## src/rtl/cpu_pkg.sv

```systemverilog
// Shared encodings for the memory arbiter slice.
// Holds the FSM state codes, the grant IDs and the round-robin pick helper.
package cpu_pkg;

  localparam logic [1:0] IDLE  = 2'd0;
  localparam logic [1:0] ISSUE = 2'd1;
  localparam logic [1:0] WAIT  = 2'd2;
  localparam logic [1:0] RESP  = 2'd3;

  localparam logic GNT_FETCH = 1'b0;
  localparam logic GNT_DATA  = 1'b1;

  // When both requesters compete, the one served
  // last time loses.
  function automatic logic rr_pick(
    input logic el_if,
    input logic el_d,
    input logic last
  );
    if (el_if && el_d) return ~last;
    else if (el_d)     return GNT_DATA;
    else               return GNT_FETCH;
  endfunction

endpackage

```

## src/rtl/sat_counter.sv

```systemverilog
// Saturating up-counter with enable; holds at all-ones.
// Ports: clk, rst_n (async low), en (count), cnt (value).
module sat_counter #(
  parameter int W = 16
) (
  input  logic         clk,
  input  logic         rst_n,
  input  logic         en,
  output logic [W-1:0] cnt
);

  logic [W-1:0] cnt_q;
  logic [W-1:0] cnt_d;

  always_comb begin
    cnt_d = cnt_q;
    if (en && (cnt_q != '1)) cnt_d = cnt_q + W'(1);
  end

  always_ff @(posedge clk or negedge rst_n) begin
    if (!rst_n) cnt_q <= '0;
    else        cnt_q <= cnt_d;
  end

  assign cnt = cnt_q;

endmodule

```

## src/rtl/mem_arbiter.sv

```systemverilog
// Round-robin arbiter sharing one memory between fetch and data ports.
// Ports: if_* fetch side, d_* data side, mem_* memory side, busy, stall_cnt.
module mem_arbiter
  import cpu_pkg::*;
#(
  parameter int ADDR_W = 16,
  parameter int DATA_W = 16,
  parameter int CNT_W  = 16
) (
  input  logic              clk,
  input  logic              rst_n,
  input  logic              hlt,
  input  logic              if_req,
  input  logic [ADDR_W-1:0] if_addr,
  output logic              if_done,
  output logic [DATA_W-1:0] if_rdata,
  input  logic              d_req,
  input  logic              d_wr,
  input  logic [ADDR_W-1:0] d_addr,
  input  logic [DATA_W-1:0] d_wdata,
  output logic              d_done,
  output logic [DATA_W-1:0] d_rdata,
  output logic              mem_en,
  output logic              mem_wr,
  output logic [ADDR_W-1:0] mem_addr,
  output logic [DATA_W-1:0] mem_wdata,
  input  logic [DATA_W-1:0] mem_rdata,
  input  logic              mem_valid,
  output logic              busy,
  output logic [CNT_W-1:0]  stall_cnt
);

  logic [1:0]        state_q, state_d;
  logic              last_q, last_d;
  logic              gnt_q, gnt_d;
  logic              wr_q, wr_d;
  logic [ADDR_W-1:0] addr_q, addr_d;
  logic [DATA_W-1:0] wdata_q, wdata_d;
  logic [DATA_W-1:0] if_rd_q, if_rd_d;
  logic [DATA_W-1:0] d_rd_q, d_rd_d;

  logic el_if;
  logic pick;
  logic if_busy;

  assign el_if = if_req & ~hlt;
  assign pick  = rr_pick(el_if, d_req, last_q);

  always_comb begin
    state_d = state_q;
    last_d  = last_q;
    gnt_d   = gnt_q;
    wr_d    = wr_q;
    addr_d  = addr_q;
    wdata_d = wdata_q;
    if_rd_d = if_rd_q;
    d_rd_d  = d_rd_q;
    unique case (state_q)
      IDLE: begin
        if (el_if || d_req) begin
          gnt_d   = pick;
          last_d  = pick;
          state_d = ISSUE;
          if (pick == GNT_DATA) begin
            addr_d  = d_addr;
            wr_d    = d_wr;
            wdata_d = d_wdata;
          end else begin
            addr_d = if_addr;
            wr_d   = 1'b0;
          end
        end
      end
      ISSUE: state_d = WAIT;
      WAIT: begin
        if (mem_valid) begin
          state_d = RESP;
          if (!wr_q) begin
            if (gnt_q == GNT_DATA) d_rd_d = mem_rdata;
            else                   if_rd_d = mem_rdata;
          end
        end
      end
      RESP:    state_d = IDLE;
      default: state_d = IDLE;
    endcase
  end

  always_ff @(posedge clk or negedge rst_n) begin
    if (!rst_n) begin
      state_q <= IDLE;
      last_q  <= GNT_FETCH;
      gnt_q   <= GNT_FETCH;
      wr_q    <= 1'b0;
      addr_q  <= '0;
      wdata_q <= '0;
      if_rd_q <= '0;
      d_rd_q  <= '0;
    end else begin
      state_q <= state_d;
      last_q  <= last_d;
      gnt_q   <= gnt_d;
      wr_q    <= wr_d;
      addr_q  <= addr_d;
      wdata_q <= wdata_d;
      if_rd_q <= if_rd_d;
      d_rd_q  <= d_rd_d;
    end
  end

  assign mem_en    = (state_q == ISSUE);
  assign mem_wr    = wr_q & mem_en;
  assign mem_addr  = addr_q;
  assign mem_wdata = wdata_q;
  assign busy      = (state_q != IDLE);
  assign if_done   = (state_q == RESP) & (gnt_q == GNT_FETCH);
  assign d_done    = (state_q == RESP) & (gnt_q == GNT_DATA);
  assign if_rdata  = if_rd_q;
  assign d_rdata   = d_rd_q;

  // A fetch is "in service" from ISSUE through RESP.
  assign if_busy = (gnt_q == GNT_FETCH) & busy;

  sat_counter #(
    .W(CNT_W)
  ) u_stall (
    .clk  (clk),
    .rst_n(rst_n),
    .en   (if_req & ~if_busy),
    .cnt  (stall_cnt)
  );

endmodule

```

## config.mk

```make
export PLATFORM = sky130hd
export DESIGN_NAME = mem_arbiter
export DESIGN_NICKNAME = d
export VERILOG_FILES = /design/src/rtl/cpu_pkg.sv /design/src/rtl/sat_counter.sv /design/src/rtl/mem_arbiter.sv
export SDC_FILE = /design/constraint.sdc
export NUM_CORES = 1
export LEC_CHECK = 0
export BUFFER_PORTS_ARGS = -buffer_cell sky130_fd_sc_hd__buf_2
export CORE_MARGIN = 1
export CORE_UTILIZATION = 47
export DETAILED_ROUTE_END_ITERATION = 12
export GPL_ROUTABILITY_DRIVEN = 0
export GPL_TIMING_DRIVEN = 0
export PLACE_DENSITY = 0.79
export SYNTH_ARGS = -nofsm -noshare
export SYNTH_HDL_FRONTEND = slang
export SYNTH_SLANG_ARGS = --single-unit
export TNS_END_PERCENT = 10
```

## constraint.sdc

```tcl
create_clock -name clk -period 2.2 [get_ports clk]
set_input_delay 0.44 -clock clk [delete_from_list [all_inputs] [get_ports clk]]
set_output_delay 0.44 -clock clk [all_outputs]
set_load 0.005 [all_outputs]
```

==> metrics <==
GRT Residual Overflow=0; DR iter-0 viols=54; syn_nets=354; synth top area cells=dfrtp_1 (58%), mux2_2 (16%), mux2i_1 (4.4%); sw frac=32.1%; fillcell total=594; initial core utilization=49.3%; # rows=31; share of layout cells above drive strength 1=52.0%; TritonRoute pass-1 iters=4; hold buffer count at cts=0; R2R Path Start=state_q[0]; final instance count without filler cells=547; first-pass GRT wire length=12,300 um; RSZ-0062 raised after global routing=false; count leader, synth=dfrtp_1; Hold Path Class=input port to asynchronous set/reset pin; Max Root-Sink Buffers=2; largest net degree at the start of global routing=52; CTS clock-pin slew for the worst setup and hold paths=90 ps; PostCTS Resize Cnt=0; largest area contributor in the netlist=dfrtp_1; CTS root buf=clkbuf_8; Final ANT Viol Nets=0; Post-synth ARST share=100%; IO Count=156; vias in the first global route=2,630; category of the critical setup timing path=register to register; port bufs=155; Slew HR=57.3%; power share of the clock group=19.7%; CP Launch Type=register; Max Clock Skew=13.8 ps; R2R Path End=if_rdata[11]; Fin Setup TNS=0 ps; total power=0.00600 W; Power Dens Cells=1260 nW/um2; final setup vio count=0; Post-synth EDFFs=0; Final Hold Viols=0; Critical Path RT=2430 ps; Post-Synthesis Cells=277; syn_area_per_cell=13.0 um2; clk sinks=84; Synth top cells by count=dfrtp_1 (84), mux2_2 (51), nand2_1 (23); Final min period=2060 ps; Antenna Cells=0; gr usage total=20.3%; area growth from synthesis to layout=31.9%; R2R Setup Slk=140 ps; Primary FF master, synth=dfrtp_1; area of the core=7330 um2; Critical Path AT=2290 ps; sw power=0.00193 W; top cell type's share of synthesized area=58.2%; Max-cap violations=0; die height=89.7 um; Worst Max-Slew Pin Slew=637 ps; nets@finish=521; CP Capture Type=register; register area share after synthesis=58.2%; leakage power=2.45 nW; CTS H-Tree Depth=3; Die X=89.7 um; Comb pwr share=36.1%; CP max-delay cell=nor4b_4; final WL=7890 um; Vias=2,771; internal power=0.00407 W; Max VDD drop=0.624 mV; status=finished, final reports clean; die footprint=8040 um2; DP Cell Count=532; Remaining DRCs=0; worst reg2reg path depth=5; synth unique cells=35; Num CTS Buffers=9; post-route cell area=4760 um2; Max Freq=0.486 GHz; synthesized area=3610 um2; dpl hpwl=6080 um; Critical Path Fanout Max=10; worst-skew pair later-pin latency=350 ps; critical path, cell by cell=inv_1 -> ha_1 -> nor4b_4 -> buf_6 -> mux2_2; Hold Slack=25.4 ps; Slew Limit Fails=0; Yosys reg bits=84; placed inst area=4540 um2; Syn. warnings=0; Seq pwr share=44.1%; final period utilization=93.5%; CTS tree=built; Setup Buffers After CTS=0; antenna violations before repair=0; crit-path max cell delay=570 ps; routed length per instance=14.4 um; post-DR vias/cell=5.07
-- kinds of logic (layout without fill, tap and decap cells) --
family          count (synthesis)  after routing  synth area share [%]
compound gates                 26             26                  4.19
xor+xnor                       11             11                  2.67
fa+ha+maj                       6              6                  2.08
buf+inv                        16            187                  2.04
flops                          84             84                  58.2
mux                            67             67                  20.3
simple gates                   67             67                  10.5
-- worst max path at each step --
stage	end	slack (ps)	cells past startpoint	start
6_report	if_rdata[11]	140	5	state_q[0]
5_1_grt	u_stall.cnt[7]	40	6	state_q[0]
4_1_cts	u_stall.cnt[7]	8	6	state_q[0]
3_5_place_dp	u_stall.cnt[7]	20	6	state_q[0]
3_3_place_gp	u_stall.cnt[7]	40	6	state_q[0]
2_1_floorplan	u_stall.cnt[7]	290	6	state_q[0]
-- power groups by stage --
stage	Combinational (W)	Sequential, W	Clock, W
after global routing	0.00244	0.00274	0.00127
final	0.00217	0.00265	0.00118
after CTS	0.00220	0.00264	0.00120
after floorplan	0.00110	0.00269	0
after detailed placement	0.00220	0.00266	0
after global placement	0.00211	0.00262	0
-- through the flow --
step                      setup WS (ps)  utilization [%]
after floorplan                     294                -
after global placement             41.4             61.5
after detailed placement           19.5             61.9
after CTS                          8.49             64.8
after global routing               35.2             65.0
final                               143             65.0
-- metal layers --
metal	vias to the layer above	track usage, %	share of wire [%]
met3	10	5.03	6.2
met4	0	8.08	1.3
met2	104	34.1	51
met5	-	0	0
met1	1335	25.3	41
li1	1322	-	-
-- worst max-delay path, delay by kind of cell, from the launching register on --
| family | cells | cell delay [ps] |
|---|---|---|
| flip-flops | 1 | 430 |
| adder cells (fa/ha/maj) | 1 | 240 |
| buffers and inverters | 2 | 370 |
| AND/OR/NAND/NOR | 1 | 570 |
| multiplexers | 1 | 350 |
-- flip-flops by register name, summed over array words and instances, names as in the netlist --
signal,flops
d_rdata,16
gnt_q,1
if_rdata,16
mem_addr,16
mem_wdata,16
state_q,2
u_stall.cnt,16
wr_q,1
-- cell type report --
class | instances | area (um2) | area share, %
Multi-Input combinational cell | 177 | 1440 | 30.3
Inverter | 8 | 30.0 | 0.630
Clock inverter | 6 | 88.8 | 1.86
Tap cell | 99 | 124 | 2.60
Timing Repair Buffer | 156 | 806 | 16.9
Sequential cell | 84 | 2100 | 44.1
Buffer | 8 | 47.5 | 0.998
Clock buffer | 9 | 124 | 2.60
-- cells in the final DEF, fill, tap and decap left out, types with 8 or more instances in the layout --
cell        n
mux2i_1    16
buf_2     156
o21ai_0    17
mux2_2     51
nand2_1    23
nand4_1     9
dfrtp_1    84
inv_1       8
clkbuf_8    9
No activity file was read; power rests on OpenSTA's default activity.
